==> config.mk <==
export PLATFORM = sky130hd
export DESIGN_NAME = cheri_tag_responder_flat
export DESIGN_NICKNAME = d
export VERILOG_FILES = /design/src/rtl/cheri_tag_responder_pkg.sv /design/src/rtl/cheri_tag_responder_if.sv /design/src/rtl/cheri_tag_responder_rsp_fifo.sv /design/src/rtl/cheri_tag_responder.sv /design/src/flat_wrapper.sv
export SDC_FILE = /design/constraint.sdc
export NUM_CORES = 2
export LEC_CHECK = 0
export ABC_CLOCK_PERIOD_IN_PS = 70100
export BUFFER_PORTS_ARGS = -buffer_cell sky130_fd_sc_hd__clkbuf_2
export CORE_ASPECT_RATIO = 1.5
export CORE_MARGIN = 3
export CORE_UTILIZATION = 30
export DETAILED_ROUTE_END_ITERATION = 16
export HOLD_SLACK_MARGIN = 0.02
export PLACE_DENSITY_LB_ADDON = 0.3
export SLEW_MARGIN = 20
export SYNTH_ARGS = -nofsm -noshare
export SYNTH_HDL_FRONTEND = slang
export SYNTH_SLANG_ARGS = --single-unit
==> constraint.sdc <==
create_clock -name clk_i -period 70.1 [get_ports clk_i]
set_input_delay 14.02 -clock clk_i [delete_from_list [all_inputs] [get_ports clk_i]]
set_output_delay 14.02 -clock clk_i [all_outputs]
set_load 0.05 [all_outputs]
==> src/rtl/cheri_tag_responder_pkg.sv <==
// Shared types and geometry for the CHERI tag responder: request/response
// structs, FSM states and the address-to-granule mapping.
package cheri_tag_pkg;

  localparam int AddrWidth = 64;
  localparam int IdWidth   = 4;
  localparam int TagWidth  = 1;
  localparam int BeatBytes = 8;
  localparam int CapBytes  = 16;
  localparam int NumCaps   = 1024;
  localparam logic [AddrWidth-1:0] BaseAddr = 64'h8000_0000;

  localparam int IdxWidth = $clog2(NumCaps);
  localparam int CapShift = $clog2(CapBytes);

  typedef enum logic {INIT, RUN} state_e;

  typedef struct packed {
    logic                 we;
    logic [AddrWidth-1:0] addr;
    logic [IdWidth-1:0]   id;
    logic [BeatBytes-1:0] be;
    logic [TagWidth-1:0]  tag;
  } tag_req_t;

  typedef struct packed {
    logic [IdWidth-1:0]  id;
    logic                we;
    logic [TagWidth-1:0] tag;
    logic                err;
  } tag_rsp_t;

  // Full-width granule number; callers range-check before truncating to IdxWidth.
  function automatic logic [AddrWidth-1:0] cap_index(input logic [AddrWidth-1:0] addr);
    return (addr - BaseAddr) >> CapShift;
  endfunction

endpackage

==> src/rtl/cheri_tag_responder_if.sv <==
// Request/response handshake bundle between the memory-side demux and the tag responder.
interface cheri_tag_if;
  import cheri_tag_pkg::*;

  logic                 req_valid_i;
  logic                 req_ready_o;
  logic                 req_we_i;
  logic [AddrWidth-1:0] req_addr_i;
  logic [IdWidth-1:0]   req_id_i;
  logic [BeatBytes-1:0] req_be_i;
  logic [TagWidth-1:0]  req_tag_i;
  logic                 rsp_valid_o;
  logic                 rsp_ready_i;
  logic [IdWidth-1:0]   rsp_id_o;
  logic                 rsp_we_o;
  logic [TagWidth-1:0]  rsp_tag_o;
  logic                 rsp_err_o;

  modport slave (
    input  req_valid_i, req_we_i, req_addr_i, req_id_i, req_be_i, req_tag_i, rsp_ready_i,
    output req_ready_o, rsp_valid_o, rsp_id_o, rsp_we_o, rsp_tag_o, rsp_err_o
  );

  modport master (
    output req_valid_i, req_we_i, req_addr_i, req_id_i, req_be_i, req_tag_i, rsp_ready_i,
    input  req_ready_o, rsp_valid_o, rsp_id_o, rsp_we_o, rsp_tag_o, rsp_err_o
  );
endinterface

==> src/rtl/cheri_tag_responder_rsp_fifo.sv <==
// Two-entry response FIFO; the head is only valid when not empty (no fall-through).
module cheri_tag_rsp_fifo
  import cheri_tag_pkg::*;
(
  input  logic     clk_i,
  input  logic     rst_i,
  input  logic     push_i,
  input  tag_rsp_t data_i,
  input  logic     pop_i,
  output tag_rsp_t data_o,
  output logic     full_o,
  output logic     empty_o,
  output logic [1:0] count_o
);

  tag_rsp_t   mem_q [2];
  logic       wr_ptr_q, wr_ptr_d;
  logic       rd_ptr_q, rd_ptr_d;
  logic [1:0] cnt_q, cnt_d;

  always_comb begin
    wr_ptr_d = wr_ptr_q;
    rd_ptr_d = rd_ptr_q;
    if (push_i) wr_ptr_d = ~wr_ptr_q;
    if (pop_i)  rd_ptr_d = ~rd_ptr_q;
    cnt_d = cnt_q + {1'b0, push_i} - {1'b0, pop_i};
  end

  always_ff @(posedge clk_i) begin
    if (rst_i) begin
      wr_ptr_q <= 1'b0;
      rd_ptr_q <= 1'b0;
      cnt_q    <= 2'd0;
    end else begin
      wr_ptr_q <= wr_ptr_d;
      rd_ptr_q <= rd_ptr_d;
      cnt_q    <= cnt_d;
    end
  end

  always_ff @(posedge clk_i) begin
    if (push_i) mem_q[wr_ptr_q] <= data_i;
  end

  assign data_o  = mem_q[rd_ptr_q];
  assign full_o  = (cnt_q == 2'd2);
  assign empty_o = (cnt_q == 2'd0);
  assign count_o = cnt_q;

  overflow_a: assert property (@(posedge clk_i) disable iff (rst_i) !(push_i && full_o));

endmodule

==> src/rtl/cheri_tag_responder.sv <==
// Memory-side CHERI tag endpoint: one tag per 16-byte granule in an inline RAM,
// cleared by an INIT sweep after reset, answered in order with one-cycle latency.
module cheri_tag_responder
  import cheri_tag_pkg::*;
(
  input  logic clk_i,
  input  logic rst_i,
  cheri_tag_if.slave bus
);

  state_e                state_q, state_d;
  logic [IdxWidth-1:0]   init_cnt_q, init_cnt_d;
  logic                  s1_vld_q, s1_vld_d;
  logic [IdWidth-1:0]    s1_id_q, s1_id_d;
  logic                  s1_we_q, s1_we_d;
  logic                  s1_err_q, s1_err_d;
  logic [TagWidth-1:0]   rd_tag_q;

  logic [TagWidth-1:0]   tag_ram_q [NumCaps];
  logic                  ram_we, ram_re;
  logic [IdxWidth-1:0]   ram_waddr;
  logic [TagWidth-1:0]   ram_wdata;

  tag_req_t              req;
  tag_rsp_t              s1_rsp, fifo_head;
  logic [AddrWidth-1:0]  gidx;
  logic [IdxWidth-1:0]   idx;
  logic                  in_range, accept, req_ready;
  logic                  rsp_valid, rsp_hs, fifo_push, fifo_pop, fifo_full, fifo_empty;
  logic [1:0]            fifo_cnt, outstanding;

  assign req = '{we: bus.req_we_i, addr: bus.req_addr_i, id: bus.req_id_i,
                 be: bus.req_be_i, tag: bus.req_tag_i};

  assign gidx     = cap_index(req.addr);
  assign idx      = gidx[IdxWidth-1:0];
  assign in_range = (req.addr >= BaseAddr) && (gidx < AddrWidth'(NumCaps));

  // Response path: S1 is shown directly when the FIFO is empty, otherwise the FIFO head.
  assign rsp_valid   = !fifo_empty || s1_vld_q;
  assign rsp_hs      = rsp_valid && bus.rsp_ready_i;
  assign fifo_pop    = rsp_hs && !fifo_empty;
  assign fifo_push   = s1_vld_q && !(fifo_empty && bus.rsp_ready_i);
  assign outstanding = fifo_cnt + {1'b0, s1_vld_q} - {1'b0, rsp_hs};
  assign accept      = bus.req_valid_i && req_ready;

  always_ff @(posedge clk_i) begin
    if (rst_i) state_q <= INIT;
    else       state_q <= state_d;
  end

  always_comb begin
    state_d = state_q;
    if (state_q == INIT && init_cnt_q == IdxWidth'(NumCaps - 1)) state_d = RUN;
  end

  always_comb begin
    req_ready = 1'b0;
    ram_we    = 1'b0;
    ram_re    = 1'b0;
    ram_waddr = init_cnt_q;
    ram_wdata = '0;
    if (state_q == INIT) begin
      ram_we = 1'b1;
    end else begin
      req_ready = (outstanding < 2'd2);
      ram_re    = accept && in_range && !req.we;
      ram_we    = accept && in_range && req.we && (|req.be);
      ram_waddr = idx;
      // A partial-beat write cannot carry a whole capability, so it invalidates the tag.
      ram_wdata = (&req.be) ? req.tag : '0;
    end
  end

  always_comb begin
    init_cnt_d = (state_q == INIT) ? init_cnt_q + IdxWidth'(1) : init_cnt_q;
    s1_vld_d   = accept;
    s1_id_d    = accept ? req.id    : s1_id_q;
    s1_we_d    = accept ? req.we    : s1_we_q;
    s1_err_d   = accept ? !in_range : s1_err_q;
  end

  always_ff @(posedge clk_i) begin
    if (rst_i) begin
      init_cnt_q <= '0;
      s1_vld_q   <= 1'b0;
      s1_id_q    <= '0;
      s1_we_q    <= 1'b0;
      s1_err_q   <= 1'b0;
    end else begin
      init_cnt_q <= init_cnt_d;
      s1_vld_q   <= s1_vld_d;
      s1_id_q    <= s1_id_d;
      s1_we_q    <= s1_we_d;
      s1_err_q   <= s1_err_d;
    end
  end

  always_ff @(posedge clk_i) begin
    if (ram_we) tag_ram_q[ram_waddr] <= ram_wdata;
  end

  always_ff @(posedge clk_i) begin
    if (rst_i)       rd_tag_q <= '0;
    else if (ram_re) rd_tag_q <= tag_ram_q[idx];
  end

  assign s1_rsp = '{id: s1_id_q, we: s1_we_q, err: s1_err_q,
                    tag: (s1_we_q || s1_err_q) ? '0 : rd_tag_q};

  cheri_tag_rsp_fifo u_rsp_fifo (
    .clk_i   (clk_i),
    .rst_i   (rst_i),
    .push_i  (fifo_push),
    .data_i  (s1_rsp),
    .pop_i   (fifo_pop),
    .data_o  (fifo_head),
    .full_o  (fifo_full),
    .empty_o (fifo_empty),
    .count_o (fifo_cnt)
  );

  assign bus.req_ready_o = req_ready;
  assign bus.rsp_valid_o = rsp_valid;
  assign bus.rsp_id_o    = fifo_empty ? s1_rsp.id  : fifo_head.id;
  assign bus.rsp_we_o    = fifo_empty ? s1_rsp.we  : fifo_head.we;
  assign bus.rsp_tag_o   = fifo_empty ? s1_rsp.tag : fifo_head.tag;
  assign bus.rsp_err_o   = fifo_empty ? s1_rsp.err : fifo_head.err;

  // The two-entry bound on outstanding work is what keeps the FIFO from filling past two.
  full_no_s1_a: assert property (@(posedge clk_i) disable iff (rst_i) !(fifo_full && s1_vld_q));

endmodule

==> src/flat_wrapper.sv <==
// flat-port wrapper written by rule: the top's interface ports become plain ports
module cheri_tag_responder_flat import cheri_tag_pkg::*;
  (clk_i, rst_i, bus_req_valid_i, bus_req_we_i, bus_req_addr_i, bus_req_id_i, bus_req_be_i, bus_req_tag_i, bus_rsp_ready_i, bus_req_ready_o, bus_rsp_valid_o, bus_rsp_id_o, bus_rsp_we_o, bus_rsp_tag_o, bus_rsp_err_o);
  cheri_tag_if bus_i ();
  input  logic clk_i;
  input  logic rst_i;
  input wire logic [$bits(bus_i.req_valid_i)-1:0] bus_req_valid_i;
  input wire logic [$bits(bus_i.req_we_i)-1:0] bus_req_we_i;
  input wire logic [$bits(bus_i.req_addr_i)-1:0] bus_req_addr_i;
  input wire logic [$bits(bus_i.req_id_i)-1:0] bus_req_id_i;
  input wire logic [$bits(bus_i.req_be_i)-1:0] bus_req_be_i;
  input wire logic [$bits(bus_i.req_tag_i)-1:0] bus_req_tag_i;
  input wire logic [$bits(bus_i.rsp_ready_i)-1:0] bus_rsp_ready_i;
  output wire logic [$bits(bus_i.req_ready_o)-1:0] bus_req_ready_o;
  output wire logic [$bits(bus_i.rsp_valid_o)-1:0] bus_rsp_valid_o;
  output wire logic [$bits(bus_i.rsp_id_o)-1:0] bus_rsp_id_o;
  output wire logic [$bits(bus_i.rsp_we_o)-1:0] bus_rsp_we_o;
  output wire logic [$bits(bus_i.rsp_tag_o)-1:0] bus_rsp_tag_o;
  output wire logic [$bits(bus_i.rsp_err_o)-1:0] bus_rsp_err_o;
  assign bus_i.req_valid_i = bus_req_valid_i;
  assign bus_i.req_we_i = bus_req_we_i;
  assign bus_i.req_addr_i = bus_req_addr_i;
  assign bus_i.req_id_i = bus_req_id_i;
  assign bus_i.req_be_i = bus_req_be_i;
  assign bus_i.req_tag_i = bus_req_tag_i;
  assign bus_i.rsp_ready_i = bus_rsp_ready_i;
  assign bus_req_ready_o = bus_i.req_ready_o;
  assign bus_rsp_valid_o = bus_i.rsp_valid_o;
  assign bus_rsp_id_o = bus_i.rsp_id_o;
  assign bus_rsp_we_o = bus_i.rsp_we_o;
  assign bus_rsp_tag_o = bus_i.rsp_tag_o;
  assign bus_rsp_err_o = bus_i.rsp_err_o;
  cheri_tag_responder u_core (.clk_i(clk_i), .rst_i(rst_i), .bus(bus_i));
endmodule
-- Word-level counts from Yosys, hierarchy flattened
Memory sizes are Yosys's and may differ from the RTL's. A register that Yosys moved wholly into a read port is not among the register bits.
Index checks and enable logic that the tools add are counted.
- output and inout port bits: 9
- flip-flop bits (word level): 22
- bits in read-only memories: 0
- memories: 2
- memory bits (writable): 1038
- bits in latches: 0
- logic and storage cells: 61
- memory list (memory ; depth ; width ; read ports ; clocked after Yosys merged registers in ; wr ports ; RTL line ; source):
    u_core.tag_ram_q ; 1024 ; 1 ; 1 ; 1 ; 1 ; cheri_tag_responder.sv:19 ; logic [TagWidth-1:0] tag_ram_q [NumCaps];
    u_core.u_rsp_fifo.mem_q ; 2 ; 7 ; 1 ; 1 ; 1 ; cheri_tag_responder_rsp_fifo.sv:16 ; tag_rsp_t mem_q [2];
- mux-type cells: 17
- shift operators: 0
- reductions and logical operators: 20
- bitwise logic cells: 3
- divide/modulo/power cells: 0
- order comparisons: 3
- multiply operators: 0
- add/sub/neg operators: 6
- eq/ne operators: 1
- operators by type and width (cell ; count):
    $ge 64x32->1 const B ; 1
    $sub 64x32->64 const B ; 1
    $lt 60x11->1 const B ; 1
    $mux 1 ; 15
    $logic_and 1x1->1 ; 11
    $add 10x1->10 const B ; 1
    $eq 10x10->1 const B ; 1
    $mux 10 ; 1
    $reduce_and 8->1 ; 1
    $reduce_or 8->1 ; 1
    $add 2x1->2 ; 2
    $logic_not 1->1 ; 4
    $mux 4 ; 1
    $sub 2x1->2 ; 2
    $not 1->1 ; 3
    $logic_not 2->1 ; 1
    $logic_or 1x1->1 ; 2
    $lt 2x2->1 const B ; 1

-- Logic depth before layout (Yosys ltp)
- depth in word-level cells: 14
- gate-level depth with buffers: 15

-- Modules after synthesis
Synthesis repeated with hierarchy kept, for this count alone.
- cell total of the unflattened synthesis: 3326
- area, all modules: 46943.8 µm²
- modules (own cells, without submodules) (module ; area an instance (µm²) ; cells an instance ; instances ; seq. area each (µm²)):
    cheri_tag_responder ; 46223.1 ; 3283 ; 1 ; 31129.9
    cheri_tag_rsp_fifo ; 720.7 ; 43 ; 1 ; 520.5

-- Worst setup path before layout
No wires, ideal clock.
- kind: input to register
- start point: in bus_req_be_i[3]
- end point: mem u_core.tag_ram_q[0] (data pin)
- buffers on the path: 0
- arrival time: 52252 ps
- data required time: 62346 ps
- path slack: 10094 ps
- stages on the path: 2
- setup time: 7754 ps
- path through: nand4_1 > nor3_1
- cells in the longest elaborated chain, start to end: 3
- RTL lines (what ; RTL line ; source):
    start: declaration ; flat_wrapper.sv:11 ; input wire logic [$bits(bus_i.req_be_i)-1:0] bus_req_be_i;
    $reduce_and 8->1 ; cheri_tag_responder.sv:71 ; ram_wdata = (&req.be) ? req.tag : '0;
    $mux 1 ; cheri_tag_responder.sv:71 ;
    $mux 1 ; cheri_tag_responder.sv:63 ; if (state_q == INIT) begin
    via u_core.ram_wdata ; cheri_tag_responder.sv:22 ; logic [TagWidth-1:0] ram_wdata;
    end: declaration ; cheri_tag_responder.sv:19 ;
The timed path passes the listed nets, and every way through them passes these cells.

-- Worst setup path after layout
- start point: in bus_rsp_ready_i
- end point: out bus_req_ready_o
- cells in the longest elaborated chain, start to end: 4
- RTL lines (what ; RTL line ; source):
    start: declaration ; flat_wrapper.sv:13 ; input wire logic [$bits(bus_i.rsp_ready_i)-1:0] bus_rsp_ready_i;
    $logic_and 1x1->1 ; cheri_tag_responder.sv:41 ; assign rsp_hs = rsp_valid && bus.rsp_ready_i;
    $sub 2x1->2 ; cheri_tag_responder.sv:44 ; assign outstanding = fifo_cnt + {1'b0, s1_vld_q} - {1'b0, rsp_hs};
    $lt 2x2->1 ; cheri_tag_responder.sv:66 ; req_ready = (outstanding < 2'd2);
    $mux 1 ; cheri_tag_responder.sv:63 ;
    end: declaration ; flat_wrapper.sv:14 ; output wire logic [$bits(bus_i.req_ready_o)-1:0] bus_req_ready_o;
Every way passes these cells.

==> metrics.yaml <==
first_global_vias: 30443
io-pin-count: 91
drtIter0Drc: 2613
drcViolationCount: 0
finalHoldViolCount: 0
dp.cells: 5520
start_util: 0.303
post_cts_buffers: 0
clock_latency_ns: 0.72
track_usage: 0.165
grt_pass1_wl_um: 202000
synthArstFlopShare: 0
synth-edff-count: 1038
fillers: 15610
use_met3: 0.0230
die_w_um: 331
cts_tree: "built"
tightest_slew_ns: 1.18
clock_skew_ns: 0.0449
drv_slew: 0
layout.cells.non_filler: 5696
vias: 29396
via_per_inst: 5.16
path_clk_slew_ns: 0.07
gp_congestion: 0.845
post_synth_num_cell_types: 65
start_kind: "input pin"
top_usage_layer: "met2"
fin_crit_sh: 0.418
wl_per_cell_um: 24.2
max_cap_violations: 0
cts-root-buf: "clkbuf_16"
required_ns: 56.08
critPathKind: "input pin to output pin"
grt_start_max_net_pins: 166
cts_sinks: 1062
synth-seq-cells: 1062
outcome: "finished, final reports clean"
grt_remaining_overflow: 0
finalCriticalPeriod_ns: 29.28
cp.arrival_ns: 15.26
grt_antenna_before_repair: 1
postCtsResizedCells: 0
setup_viol: 0
die_y_um: 494
detail-route-antenna-nets: 0
cts_max_level: 3
yosys_warnings: 0
layout.nets: 3636
clockBufferDepth: 3
first_pass_iters: 8
critical_path.max_fanout: 3
hold_ws_ns: 0.495
cts_buffers: 96
syn_nets: 3646
synth_ff_type: "edfxtp_1"
syn_to_final_growth_pct: 11.8
core_area_um2: 157000
syn_avg_cell_area_um2: 13.4
netlist_instances: 3559
rows: 178
hold_buffers: 0
finalSetupTns_ns: 0
use_met1: 0.187
max-vdd-ir-drop_uv: 20.6
die-area_um2: 164000
port_buffers: 86
wl_um: 138000
rsz0062_at_grt: "no"
slew_headroom: 0.215
max_freq_mhz: 34.2
seq_area_frac_synth: 0.664
use_met2: 0.308
layout-drive-gt1-share: 0.164
power.leakage_nw: 18.8
dp_hpwl_um: 85000
powerDensity_nw_per_um2: 24.0
syn_area_um2: 47600
cp-end-kind: "output pin"
hold_class: "flip-flop to flip-flop"
-- critical path: stages --
cell      delay [ns]
clkbuf_2        0.10
and2_1          0.14
ha_1            0.27
nor2b_1         0.14
xnor2_1         0.09
nor2_1          0.17
clkbuf_2        0.32
-- layout by cell type (no fill, tap or decap), types with 12 or more instances in the layout --
master and count:
mux4_2 210, a221oi_1 12, mux2i_1 144, clkbuf_2 83, nor2b_1 12, a31oi_1 17
nor4_1 12, edfxtp_1 1038, o21ai_0 39, nor3_1 123, nand2_1 344, nor2_1 954
dfxtp_1 24, clkinv_2 18, clkbuf_1 25, buf_4 61, nor3_2 30, nand3_1 40
o22ai_1 19, a22oi_1 45, clkinv_1 17, clkbuf_16 98, nor2_2 34, a21oi_1 38
-- cell usage after synthesis, drive strengths merged, types with 8 or more instances --
library cell,n,share of area
mux2,9,0.0021
o21ai,39,0.0041
xnor2,8,0.0015
o211ai,8,0.0013
nand3,40,0.0042
a31oi,17,0.0022
nand2,344,0.027
inv,13,0.0010
o22ai,19,0.0025
nor2,991,0.078
nor4,15,0.0024
a221oi,12,0.0022
buf,167,0.019
nand4,10,0.0013
nor3,154,0.019
edfxtp,1038,0.65
a22oi,46,0.0074
clkbuf,96,0.0076
mux4,210,0.099
mux2i,144,0.030
dfxtp,24,0.010
nor2b,13,0.0017
a21oi,41,0.0045
-- cell type report --
| cell class | instances | area, um^2 | share of cell area |
|---|---|---|---|
| flip-flops and latches | 1062 | 31700 | 0.595 |
| multi-input cells | 2219 | 14800 | 0.279 |
| well taps | 2070 | 2590 | 0.0487 |
| clock buffers | 123 | 2550 | 0.0478 |
| repair buffers | 155 | 1060 | 0.0199 |
| clock inverters | 50 | 494 | 0.00928 |
| inverters | 15 | 56.3 | 0.00106 |
| diodes | 2 | 5.00 | 0.0000940 |
-- registers in the layout (all words and copies together) (netlist names), 2 cells and up, named ones only --
signal                     cells
u_core.init_cnt_q             10
u_core.s1_id_q                 4
u_core.u_rsp_fifo.mem_q       14
u_core.tag_ram_q            1024
u_core.u_rsp_fifo.count_o      2
-- metal layers --
metal  routed length [um]  part of all wire
met5                    0                 0
met2                73700              0.54
met1                51300              0.37
met3                 6990             0.051
met4                 5730             0.042
-- power by group --
part	internal (mW)	switching [mW]
Combinational	0.0178	0.0410
Sequential	0.687	0.00161
Clock	0.290	0.240
Total	0.995	0.282
-- through the flow --
step	utilization	setup slack, ns	total power, mW	cell area (um^2)
final	0.339	40.82	1.28	53200
after global routing	0.339	40.72	1.31	53200
after CTS	0.338	40.84	1.29	53200
after detailed placement	0.319	40.84	0.762	50100
after global placement	0.319	40.85	0.761	50100
after floorplan	-	10.09	0.738	47600
-- worst paths after layout --
path	startpoint	end	slack [ns]	cells past startpoint
hold reg to reg	u_core.s1_id_q[1]	u_core.u_rsp_fifo.mem_q[1][4]	0.50	0
setup / recovery	bus_rsp_ready_i	bus_req_ready_o	40.82	7
hold / removal	u_core.s1_id_q[1]	u_core.u_rsp_fifo.mem_q[1][4]	0.50	0
setup reg to reg	u_core.u_rsp_fifo.count_o[1]	u_core.tag_ram_q[64]	64.21	15
-- kinds of logic after synthesis --
logic type | after synthesis | share of synthesized area
flops | 1062 | 0.664
fa+ha+maj | 5 | 0.00131
mux | 363 | 0.132
simple gates | 1612 | 0.141
buf+inv | 278 | 0.0274
xor+xnor | 14 | 0.00257
compound gates | 225 | 0.0319
No activity file was read; power rests on OpenSTA's default activity.
